`config.mk`:
```
export PLATFORM = sky130hd
export DESIGN_NAME = vga_fb_ctrl
export DESIGN_NICKNAME = d
export VERILOG_FILES = /design/src/rtl/vga_fb_ctrl_pkg.sv /design/src/rtl/vga_fill_engine.sv /design/src/rtl/vga_fb_ctrl.sv
export SDC_FILE = /design/constraint.sdc
export NUM_CORES = 1
export LEC_CHECK = 0
export ABC_AREA = 1
export ABC_CLOCK_PERIOD_IN_PS = 1660
export CORE_UTILIZATION = 44
export DETAILED_ROUTE_END_ITERATION = 8
export GPL_ROUTABILITY_DRIVEN = 0
export GPL_TIMING_DRIVEN = 0
export PLACE_DENSITY = 0.88
export SLEW_MARGIN = 15
export SYNTH_ARGS = -nofsm -noshare
export SYNTH_HDL_FRONTEND = slang
export SYNTH_SLANG_ARGS = --single-unit
```
`constraint.sdc`:
```
create_clock -name i_clk -period 1.66 [get_ports i_clk]
set_input_delay 0.166 -clock i_clk [delete_from_list [all_inputs] [get_ports i_clk]]
set_output_delay 0.166 -clock i_clk [all_outputs]
set_load 0.02 [all_outputs]
```
`src/rtl/vga_fb_ctrl_pkg.sv`:
```
// Shared types and constants for the 160x60 4-bpp VGA framebuffer
// write path.
package vga_fb_ctrl_pkg;

   localparam int FB_WIDTH     = 160;
   localparam int FB_HEIGHT    = 60;
   localparam int FB_ROW_BYTES = 80;
   localparam int FB_ROWS      = 60;
   localparam int FB_WORDS     = 1200;
   localparam int FB_AW        = 13;

   localparam logic [1:0] SIZE_B = 2'b00;
   localparam logic [1:0] SIZE_H = 2'b01;
   localparam logic [1:0] SIZE_W = 2'b10;

   typedef struct packed {
      logic       memWrite;
      logic [1:0] size;
   } mem_ctrl_t;

   typedef enum logic [1:0] {
      IDLE,
      RUN,
      DONE
   } fill_state_t;

   // y*80 built from shifts so no multiplier is inferred
   function automatic logic [FB_AW-1:0] row_base(input logic [5:0] y);
      logic [FB_AW-1:0] w_y;
      w_y = {7'd0, y};
      return (w_y << 6) + (w_y << 4);
   endfunction

endpackage

```
`src/rtl/vga_fill_engine.sv`:
```
// Rectangle-fill engine: walks the byte rectangle row by row and
// requests one byte write per grant.
module vga_fill_engine
   import vga_fb_ctrl_pkg::*;
(
   input  logic              i_clk,
   input  logic              i_rst,
   input  logic              i_start,
   input  logic [6:0]        i_bx0,
   input  logic [6:0]        i_bx1,
   input  logic [5:0]        i_y0,
   input  logic [5:0]        i_y1,
   input  logic [3:0]        i_color,
   input  logic              i_grant,
   output logic              o_req,
   output logic [FB_AW-1:0]  o_addr,
   output logic [31:0]       o_data,
   output logic              o_busy,
   output logic              o_done,
   output logic              o_err
);

   fill_state_t       r_state;
   fill_state_t       w_next;
   logic [6:0]        r_bx0;
   logic [6:0]        r_bx1;
   logic [5:0]        r_y1;
   logic [6:0]        r_cur_bx;
   logic [5:0]        r_cur_y;
   logic [FB_AW-1:0]  r_row_base;
   logic [3:0]        r_color;
   logic              r_err;
   logic              w_bad;
   logic              w_last_col;
   logic              w_last;

   assign w_bad = (i_bx0 > i_bx1) || (i_y0 > i_y1) ||
                  (i_bx1 > 7'd79) || (i_y1 > 6'd59);
   assign w_last_col = (r_cur_bx == r_bx1);
   assign w_last     = w_last_col && (r_cur_y == r_y1);

   always_ff @(posedge i_clk) begin
      if (i_rst) r_state <= IDLE;
      else       r_state <= w_next;
   end

   always_comb begin
      w_next = r_state;
      unique case (r_state)
         IDLE: if (i_start) w_next = w_bad ? DONE : RUN;
         RUN:  if (i_grant && w_last) w_next = DONE;
         DONE: w_next = IDLE;
         default: w_next = IDLE;
      endcase
   end

   always_ff @(posedge i_clk) begin
      if (i_rst) begin
         r_bx0      <= '0;
         r_bx1      <= '0;
         r_y1       <= '0;
         r_cur_bx   <= '0;
         r_cur_y    <= '0;
         r_row_base <= '0;
         r_color    <= '0;
         r_err      <= 1'b0;
      end else if (r_state == IDLE && i_start) begin
         r_bx0      <= i_bx0;
         r_bx1      <= i_bx1;
         r_y1       <= i_y1;
         r_cur_bx   <= i_bx0;
         r_cur_y    <= i_y0;
         r_row_base <= row_base(i_y0);
         r_color    <= i_color;
         r_err      <= w_bad;
      end else if (r_state == RUN && i_grant && !w_last) begin
         if (w_last_col) begin
            r_cur_bx   <= r_bx0;
            r_cur_y    <= r_cur_y + 6'd1;
            r_row_base <= r_row_base + FB_AW'(FB_ROW_BYTES);
         end else begin
            r_cur_bx   <= r_cur_bx + 7'd1;
         end
      end
   end

   assign o_req  = (r_state == RUN);
   assign o_addr = r_row_base + {6'd0, r_cur_bx};
   assign o_data = {8{r_color}};
   assign o_busy = (r_state != IDLE);
   assign o_done = (r_state == DONE);
   assign o_err  = r_err;

endmodule

```
`src/rtl/vga_fb_ctrl.sv`:
```
// Framebuffer write-port controller: arbitrates CPU stores against the
// fill engine and registers the winning write.
module vga_fb_ctrl
   import vga_fb_ctrl_pkg::*;
#(
   parameter int STARVE_LIMIT = 4
) (
   input  logic        i_clk,
   input  logic        i_rst,
   input  logic        i_cpu_valid,
   input  logic [31:0] i_cpu_addr,
   input  logic [31:0] i_cpu_data,
   input  logic [1:0]  i_cpu_size,
   output logic        o_cpu_ready,
   input  logic        i_fill_start,
   input  logic [6:0]  i_fill_bx0,
   input  logic [6:0]  i_fill_bx1,
   input  logic [5:0]  i_fill_y0,
   input  logic [5:0]  i_fill_y1,
   input  logic [3:0]  i_fill_color,
   output logic        o_fill_busy,
   output logic        o_fill_done,
   output logic        o_fill_err,
   output logic [31:0] o_pxlAddr,
   output logic [31:0] o_pxlData,
   output mem_ctrl_t   o_ctrlVGA
);

   localparam int SW = $clog2(STARVE_LIMIT + 1);

   logic              w_fill_req;
   logic              w_force;
   logic              w_cpu_gnt;
   logic              w_fill_gnt;
   logic [FB_AW-1:0]  w_fill_addr;
   logic [31:0]       w_fill_data;
   logic [SW-1:0]     r_starve;
   logic [31:0]       r_addr;
   logic [31:0]       r_data;
   mem_ctrl_t         r_ctrl;

   vga_fill_engine u_fill (
      .i_clk   (i_clk),
      .i_rst   (i_rst),
      .i_start (i_fill_start),
      .i_bx0   (i_fill_bx0),
      .i_bx1   (i_fill_bx1),
      .i_y0    (i_fill_y0),
      .i_y1    (i_fill_y1),
      .i_color (i_fill_color),
      .i_grant (w_fill_gnt),
      .o_req   (w_fill_req),
      .o_addr  (w_fill_addr),
      .o_data  (w_fill_data),
      .o_busy  (o_fill_busy),
      .o_done  (o_fill_done),
      .o_err   (o_fill_err)
   );

   assign w_force     = w_fill_req && (r_starve == SW'(STARVE_LIMIT));
   assign w_cpu_gnt   = !w_force && i_cpu_valid;
   assign w_fill_gnt  = w_fill_req && !w_cpu_gnt;
   assign o_cpu_ready = !w_force;

   always_ff @(posedge i_clk) begin
      if (i_rst) begin
         r_starve <= '0;
      end else if (!w_fill_req || w_fill_gnt) begin
         r_starve <= '0;
      end else if (w_cpu_gnt && r_starve != SW'(STARVE_LIMIT)) begin
         r_starve <= r_starve + SW'(1);
      end
   end

   // size 11 is accepted from the CPU but never reaches the memory
   always_ff @(posedge i_clk) begin
      if (i_rst) begin
         r_addr <= '0;
         r_data <= '0;
         r_ctrl <= '0;
      end else if (w_cpu_gnt) begin
         r_addr          <= i_cpu_addr;
         r_data          <= i_cpu_data;
         r_ctrl.memWrite <= (i_cpu_size != 2'b11);
         r_ctrl.size     <= i_cpu_size;
      end else if (w_fill_gnt) begin
         r_addr          <= {{(32-FB_AW){1'b0}}, w_fill_addr};
         r_data          <= w_fill_data;
         r_ctrl.memWrite <= 1'b1;
         r_ctrl.size     <= SIZE_B;
      end else begin
         r_ctrl.memWrite <= 1'b0;
      end
   end

   assign o_pxlAddr = r_addr;
   assign o_pxlData = r_data;
   assign o_ctrlVGA = r_ctrl;

endmodule

```
==> reports/qor.yml <==
run_status: "complete, but fails checks"
violations: "design-rule violations, negative setup slack"
antenna_found_initial: 0
fin_setup_tns_ps: -1070
grt_max_degree: 17
drt_wl_total_mm: 24.2
fin_skew_ps: 5.20
min_path_type: "in -> reg"
grt-ovfl-total: 0
drc: 2
fin_nets: 1243
r2r_slack_ps: -120
io_pins: 171
final_antenna_net_count: 0
slowest_stage: "dfxtp_4"
layout-drive-gt1-share_pct: 14.4
crit_path_max_incr_delay_ps: 380
worstPathCellList: "inv_2 -> nand2_1 -> nand2_2 -> nor2_2 -> nand2_2 -> nor2_4 -> nand3_4 -> nand2_8 -> clkinvlp_4 -> nor2_2 -> nor2_1"
fin_crit_ps: 1780
cap_violations: 0
synth.largest_area_cell: "dfxtp_1"
arrival_ps: 2090
cts-buffers-inserted: 17
placed_area_um2: 8080
design_area_um2: 9270
irDropWorstVdd_mv: 0.883
start_util_pct: 45.9
vias: 7565
rsz0062_at_grt: "yes"
fmax_ghz: 0.563
grt_pass1_wl_mm: 33.2
die-area_um2: 14500
path_clk_slew_ps: 60
crit_required_ps: 1970
vias_per_cell: 5.80
rows: 42
avgSynthCellArea_um2: 6.80
cts-root-buf: "clkbuf_16"
period_share_pct: 107
wire_per_inst_um: 18.5
worstSetupPathType: "reg -> reg"
clk_path_buf_depth: 2
cts_tree: "done"
whs_path_depth: 3
core_area_um2: 13500
cts.htree.levels: 4
fin_ws_ps: -117
cp_max_fo: 8
cp-start-kind: "flip-flop"
worstMarginPinSlew_ps: 799
syn_inst: 908
hpwlAfterDp_mm: 14.8
hold_violations: 0
slew_viol_final: 0
drt_iter0_drc: 1067
area_delta_synth_final_pct: 50.1
endpoint_kind: "flip-flop"
finalSetupViolations: 17
ys_types: 38
cts_sinks: 119
synth_top_cell_area_share_pct: 38.6
ys_ff_latch: 119
die_x_um: 120
grtUsageTotal_pct: 29.2
p_per_area_nw_per_um2: 1080
first_pass_iters: 9
reg2reg_depth: 11
postLayoutCoreUtil_pct: 68.9
ys_warn_count: 0
fp.dieH_um: 120
yosys-top-cells-count: "nand2_1 (244), dfxtp_1 (119), inv_1 (97), a21oi_1 (88), o21ai_0 (81)"
slew_headroom_pct: 46.7
synthFlopType: "dfxtp_1"
io_buffer_count: 169
finalPower_mw: 10.0
ys_seq_area_share_pct: 38.6
syn_nets: 1035
clock_latency_ps: 430
netlist_area_um2: 6170
synth-edff-count: 0
p_leak_nw: 4.04
grt_pass1_vias: 6762
diodes: 0
async_reset_ff_share_pct: 0
synth_area_leaders: "dfxtp_1 (39%), nand2_1 (15%), a21oi_1 (7.1%), o21ai_0 (6.6%), inv_1 (5.9%)"
synth.most_common_cell: "nand2_1"
[area by class of cell]
class                      count  area (µm²)
buffer                        37         245
clock buffer                  19         443
clock inverter                13         193
fill                         980        4190
inverter                     101         395
multi-input combinational    649        3470
sequential                   119        2420
tap                          176         220
timing repair buffer         191        1880
[per-layer routing]
metal / vias up / track usage (%) / wire (µm)
met2: 587 / 50.3 / 11200
met1: 3427 / 34.6 / 8700
met4: 0 / 13.4 / 1590
met5: - / 0 / 0
li1: 3361 / - / -
met3: 190 / 6.27 / 2650
[registers in the layout (all words and copies together), names as in the netlist]
name / cells
u_fill.r_bx1: 7
o_pxlAddr: 32
u_fill.r_cur_bx: 7
o_pxlData: 32
u_fill.r_y1: 6
u_fill.r_color: 4
u_fill.r_bx0: 7
r_starve: 3
u_fill.o_err: 1
u_fill.r_cur_y: 6
u_fill.r_row_base: 9
o_ctrlVGA: 3
u_fill.r_state: 2
[path summary, 6_finish.rpt]
kind	to	from
worst max-delay path	u_fill.r_row_base[12]	u_fill.r_cur_bx[6]
worst min-delay path	o_pxlAddr[23]	i_cpu_addr[23]
worst max register to register	u_fill.r_row_base[12]	u_fill.r_cur_bx[6]
worst min register to register	o_pxlAddr[20]	o_pxlAddr[20]
[worst max-delay path: cells and delay by family, from the launching register on]
| family | cells | cell delay, ps |
|---|---|---|
| AND/OR/NAND/NOR | 9 | 1000 |
| flip-flops | 1 | 380 |
| buffers and inverters | 2 | 280 |
[cells in the final DEF, fill, tap and decap left out, types with 5 or more instances in the layout]
| master | synthesis | routed |
|---|---|---|
| clkdlybuf4s50_1 | 0 | 161 |
| dfxtp_2 | 0 | 9 |
| xor2_1 | 7 | 7 |
| clkbuf_16 | 0 | 17 |
| nand2_1 | 244 | 236 |
| nor2_2 | 1 | 13 |
| buf_4 | 5 | 22 |
| a21oi_1 | 88 | 84 |
| clkbuf_1 | 21 | 14 |
| nor2_1 | 80 | 65 |
| o21ai_1 | 7 | 7 |
| o21ai_4 | 0 | 5 |
| o21ai_0 | 81 | 76 |
| a31oi_1 | 5 | 5 |
| a21oi_2 | 5 | 8 |
| inv_1 | 97 | 87 |
| buf_6 | 1 | 6 |
| nand2_2 | 5 | 9 |
| ha_1 | 26 | 23 |
| dfxtp_1 | 119 | 103 |
| inv_2 | 4 | 10 |
| clkbuf_2 | 0 | 8 |
| nand3_1 | 64 | 64 |
| dfxtp_4 | 0 | 7 |
| inv_6 | 0 | 5 |
[power by group]
part,switching (mW),leakage (nW),internal [mW]
clock,1.47,0.305,2.57
combinational,1.54,2.75,1.06
sequential,0.244,0.991,3.12
[through the flow]
step	hold slack, ps	std cells	setup slack [ps]
2_1_floorplan	309	908	50.2
3_3_place_gp	431	1253	-477
3_5_place_dp	455	1253	-495
4_1_cts	238	1299	0.643
5_1_grt	307	1305	-155
6_report	291	1305	-117
[logic make-up (layout without fill, tap and decap cells)]
family / count (synthesis) / after routing / synth area share (%)
AND/OR/NAND/NOR: 411 / 411 / 27.8
AO/OA/AOI/OAI: 199 / 199 / 17.2
buffers and inverters: 140 / 361 / 9.14
flip-flops: 119 / 119 / 38.6
adder cells (fa/ha/maj): 27 / 27 / 5.59
XOR/XNOR: 11 / 11 / 1.56
other: 1 / 1 / 0.0608
[timing repair]
item,CTS,global route
buffers inserted,14,8
setup endpoints to repair,97,96
resized for setup,39,101
hold buffers,0,0
pin swaps,10,25
(Power assumes the default switching activity.)
==> patch 1: new RTL, config.mk and constraints unchanged <==
Re-encode `fill_state_t` (3 states) as one-hot, 3 bits wide.
--- a/src/rtl/vga_fb_ctrl_pkg.sv
+++ b/src/rtl/vga_fb_ctrl_pkg.sv
@@ -20,6 +20,6 @@
 
-   typedef enum logic [1:0] {
-      IDLE,
-      RUN,
-      DONE
+   typedef enum logic [2:0] {
+      IDLE = 3'b001,
+      RUN  = 3'b010,
+      DONE = 3'b100
    } fill_state_t;
Behaviour: same outputs for any inputs over 4 cycles, from zero or initial values and one cycle with i_rst high; so few cycles prove little.
==> patch 1 against the original RTL <==
The run ends with setup timing left; sequential cell count grew 1; count of clock-buffer cells in the layout shrank 2; synthesized area grew 1.4%; synthesized cell count grew 1.3%; worst setup slack lost 0.050 ns; wire length shrank 0.42%; non-clock buffer count grew 22; power grew 6.0%; design area grew 3.4%; utilization grew 0.13 points; fmax shrank 2.7%; global-route usage shrank 1.1 points; via count grew 1.2%; critical endpoint is now u_fill.r_cur_bx[0]$_SDFFE_PP0P_; largest power group unchanged; highest routed layer unchanged.
==> patch 1: results (changes against the original RTL) <==
worst-path fanout max 7 (-1); total CTS buffers 17 (unchanged); status complete, but fails checks; first drt pass iteration count 6 (-3); Total Routed Length 24100 um (-0.42%); post-synthesis sequential area ratio 38.4% (-0.22 points); CP arrival 2.19 ns (+0.10 ns); Largest stage delay, worst path 0.48 ns (+0.10 ns); Worst Setup Slack, final -0.167 ns (-0.0499 ns); Nets 1276 (+2.7%); Synth area leaders dfxtp_1 (38%), nand2_1 (16%), a21oi_1 (7.0%), nand3_1 (5.6%), inv_1 (5.3%); Worst Setup SP u_fill.r_bx1[6]$_SDFFE_PP0P_; WHS 0.284 ns (-0.00758 ns); library cells used by synthesis 38 (unchanged); Hold Startpoint i_cpu_data[13]; failing checks setup timing; final setup fails 56 (+39); post-placement setup slack -0.527 ns (-0.0312 ns); area of the mapped netlist 0.00626 sq mm (+1.4%); fillers 939 (-4.2%); initial antenna violation count 0 (unchanged); Vias/cell 5.70 (-1.6%); commonest cells in the netlist nand2_1 (264), dfxtp_1 (120), a21oi_1 (88), inv_1 (88), nor2_1 (78); syn_nets 1047 (+1.2%); first-pass GRT wire length 32300 um (-2.5%); Sw Ratio 34.8% (+2.3 points); R2R depth 7 (-4); clk_skew 0.00968 ns (+0.00448 ns); Worst-Margin Slew 0.906 ns (+0.107 ns); GRT Util Overall 28.1% (-1.1 points); CTS H-tree depth 4 (unchanged); Hold Crit Endpoint o_pxlData[13]$_SDFFE_PP0P_; CP max-delay cell dfxtp_1; crit path to u_fill.r_cur_bx[0]$_SDFFE_PP0P_; vias in the first global route 6683 (-1.2%); Leak 4.24 nW (+4.8%); Area after DPL 0.00818 sq mm (+1.1%); drt initial violations 877 (-18%); HPWL after DPL 14000 um (-5.5%); hold depth 3 (unchanged); VDD IR-drop max 1.01 mV (+14%)
[patch 1: cells by family after synthesis]
family,after synthesis,share of synthesized area (%)
muxes,1,0.160
xor gates and xnor gates,17,2.38
DFF,120,38.4
other,1,0.0599
buffers and inverters,135,8.73
and+or+nand+nor,434,28.8
adders and majority gates,27,5.52
AOI/OAI and AO/OA,185,16.0
[patch 1: layout make-up]
| cell class | count | area, sq um | area share [%] |
|---|---|---|---|
| Buffer | 37 | 233 | 2.43 |
| Clock buffer | 17 | 425 | 4.44 |
| Clock inverter | 15 | 190 | 1.99 |
| Inverter | 95 | 373 | 3.89 |
| Multi-Input combinational cell | 665 | 3590 | 37.5 |
| Sequential cell | 120 | 2460 | 25.7 |
| Tap cell | 180 | 225 | 2.35 |
| Timing Repair Buffer | 213 | 2080 | 21.8 |
[patch 1: per-stage QoR]
stage	TNS (ns)	instances
after floorplan	0	920
after global placement	-14.22	1269
after detailed placement	-17.96	1269
after CTS	-0.0269	1322
after global routing	-5.96	1342
final	-3.48	1342
[patch 1: power groups by stage]
stage	registers, W	logic (W)	clock network [W]
finish	0.00351	0.00317	0.00392
global route	0.00352	0.00338	0.00404
CTS	0.00343	0.00267	0.00389
detailed placement	0.00348	0.00246	0
global placement	0.00346	0.00239	0
floorplan	0.00354	0.00149	0
[patch 1: repair_timing]
action	in CTS	in global routing
setup buffers	21	21
gates cloned	0	3
endpoints found under the setup margin	94	109
resized for setup	65	103
pin swaps	17	31
[patch 1: metal layers]
metal / up-vias / GRT usage (%) / wire [um]
li1: 3446 / - / -
met1: 3459 / 34.5 / 8840
met2: 591 / 46.6 / 11300
met3: 157 / 7.66 / 2670
met4: 0 / 11.0 / 1300
met5: - / 0 / 0
==> patch 2: new RTL, same settings <==
Without the edit above. Set the parameter `STARVE_LIMIT` to 2 (it was 4).
--- a/src/rtl/vga_fb_ctrl.sv
+++ b/src/rtl/vga_fb_ctrl.sv
@@ -5,3 +5,3 @@
 #(
-   parameter int STARVE_LIMIT = 4
+   parameter int STARVE_LIMIT = 2
 ) (
Function: changed (Yosys sat finds a counterexample within 4 cycles, from zero or initial values and one cycle with i_rst high).
==> patch 2 against the original RTL <==
The run ends with setup timing left; largest cell class unchanged; power decreased by 3.3%; design area fell by 0.86%; clock power down 3%; non-clock buffer count up 1; global-route usage is 0.34 points higher; count of clock-buffer cells in the layout is 1 lower; wire length shrank 1.7%; largest power group unchanged; combinational power decreased by 5%; via count up 0.11%; synthesized area shrank 0.24%; clock skew rose by 0.0034 ns; worst setup slack improved by 0.018 ns; sequential cell count down 1.
==> patch 2: results (changes against the original RTL) <==
syn_nets 1031 (-0.39%); Vias/cell 5.82 (+0.34%); commonest cells in the netlist nand2_1 (235), dfxtp_1 (118), inv_1 (100), a21oi_1 (94), o21ai_0 (84); failing checks setup timing; Leak 4.03 nW (-0.42%); VDD IR-drop max 0.696 mV (-21%); Ys Warns 0 (unchanged); Mapped Cells 905 (-0.33%); GRT Util Overall 29.5% (+0.34 points); HPWL after DPL 14400 um (-2.5%); clock latency at the later pin of the worst-skew pair 0.43 ns (about the same); fillers 967 (-1.3%); Worst Setup Slack, final -0.0990 ns (+0.0182 ns); library cells used by synthesis 41 (+7.9%); vias in the first global route 6803 (+0.61%); Total Routed Length 23800 um (-1.7%); drt initial violations 866 (-19%); CP arrival 2.07 ns (-0.02 ns); share of cells above drive strength 1 15.3% (+0.84 points); Worst-Margin Slew 0.760 ns (-0.0388 ns); worst min path class in2reg; Largest stage delay, worst path 0.42 ns (+0.04 ns); non-filler cells, final 1302 (-0.23%); CTS Root Cell clkbuf_16; status complete, but fails checks; final setup fails 20 (+3); first drt pass iteration count 6 (-3); cell count after placement 1250 (-0.24%); Area after DPL 0.00807 sq mm (-0.19%); P_int 0.00650 W (-3.7%); post-synthesis sequential area ratio 38.4% (-0.23 points); Nets 1239 (-0.32%); first-pass GRT wire length 33800 um (+1.8%); clk_skew 0.00859 ns (+0.00339 ns); hold depth 2 (-1); Synth area leaders dfxtp_1 (38%), nand2_1 (14%), a21oi_1 (7.6%), o21ai_0 (6.8%), inv_1 (6.1%)
## patch 2: cell count changes after synthesis, sizes merged, moves of 3 or more
cell	delta
nor2	-5
a22o	+3
o21ai	+3
a21oi	+6
nand2	-6
## patch 2: cells by family after synthesis
family / after synthesis / synth area share [%]
compound gates: 208 / 18.1
xor+xnor: 8 / 1.14
buf+inv: 141 / 9.25
flops: 118 / 38.4
fa+ha+maj: 26 / 5.41
simple gates: 403 / 27.7
other cells: 1 / 0.0609
## patch 2: final cells by class
| class | instances | area [sq um] | share of cell area, % |
|---|---|---|---|
| Multi-Input combinational cell | 646 | 3470 | 37.8 |
| Sequential cell | 118 | 2400 | 26.2 |
| Timing Repair Buffer | 189 | 1840 | 20.0 |
| Clock buffer | 18 | 429 | 4.67 |
| Inverter | 101 | 390 | 4.25 |
| Buffer | 40 | 239 | 2.60 |
| Tap cell | 176 | 220 | 2.40 |
| Clock inverter | 14 | 191 | 2.08 |
## patch 2: path summary, 6_finish.rpt
path | slack, ns | to | start
min | 0.23 | o_pxlAddr[4]$_SDFFE_PP0P_ | i_rst
min reg2reg | 0.44 | r_starve[0]$_SDFFE_PP0P_ | r_starve[0]$_SDFFE_PP0P_
max reg2reg | -0.1 | u_fill.r_row_base[6]$_SDFFE_PP0P_ | u_fill.r_cur_bx[2]$_SDFFE_PP0P_
max | -0.1 | u_fill.r_row_base[6]$_SDFFE_PP0P_ | u_fill.r_cur_bx[2]$_SDFFE_PP0P_
## patch 2: per-stage QoR
| step | setup WS [ns] | util (%) | setup TNS [ns] |
|---|---|---|---|
| after floorplan | 0.0818 | - | 0 |
| after global placement | -0.545 | 60.0 | -20.62 |
| after detailed placement | -0.602 | 60.0 | -21.72 |
| after CTS | 0.00383 | 66.1 | 0 |
| after global routing | -0.177 | 68.3 | -4.37 |
| final | -0.0990 | 68.3 | -1.17 |
## patch 2: metal layers
metal	vias to the layer above	share of wire (%)	GRT usage (%)
met5	-	0	0
met4	0	7.3	15.6
met3	183	10	6.65
met1	3421	36	36.2
met2	600	46	48.3
li1	3369	-	-
## patch 2: power groups by stage
stage	Combinational (W)	Clock, W	Sequential, W
after global placement	0.00197	0	0.00329
after global routing	0.00262	0.00405	0.00331
after CTS	0.00212	0.00390	0.00325
final	0.00245	0.00393	0.00329
after floorplan	0.00108	0	0.00340
after detailed placement	0.00201	0	0.00330
## patch 2: what timing repair did
| action | CTS | global route |
|---|---|---|
| setup buffers | 11 | 10 |
| resized for setup | 53 | 90 |
| pin swaps | 7 | 26 |
| endpoints found under the setup margin | 117 | 107 |
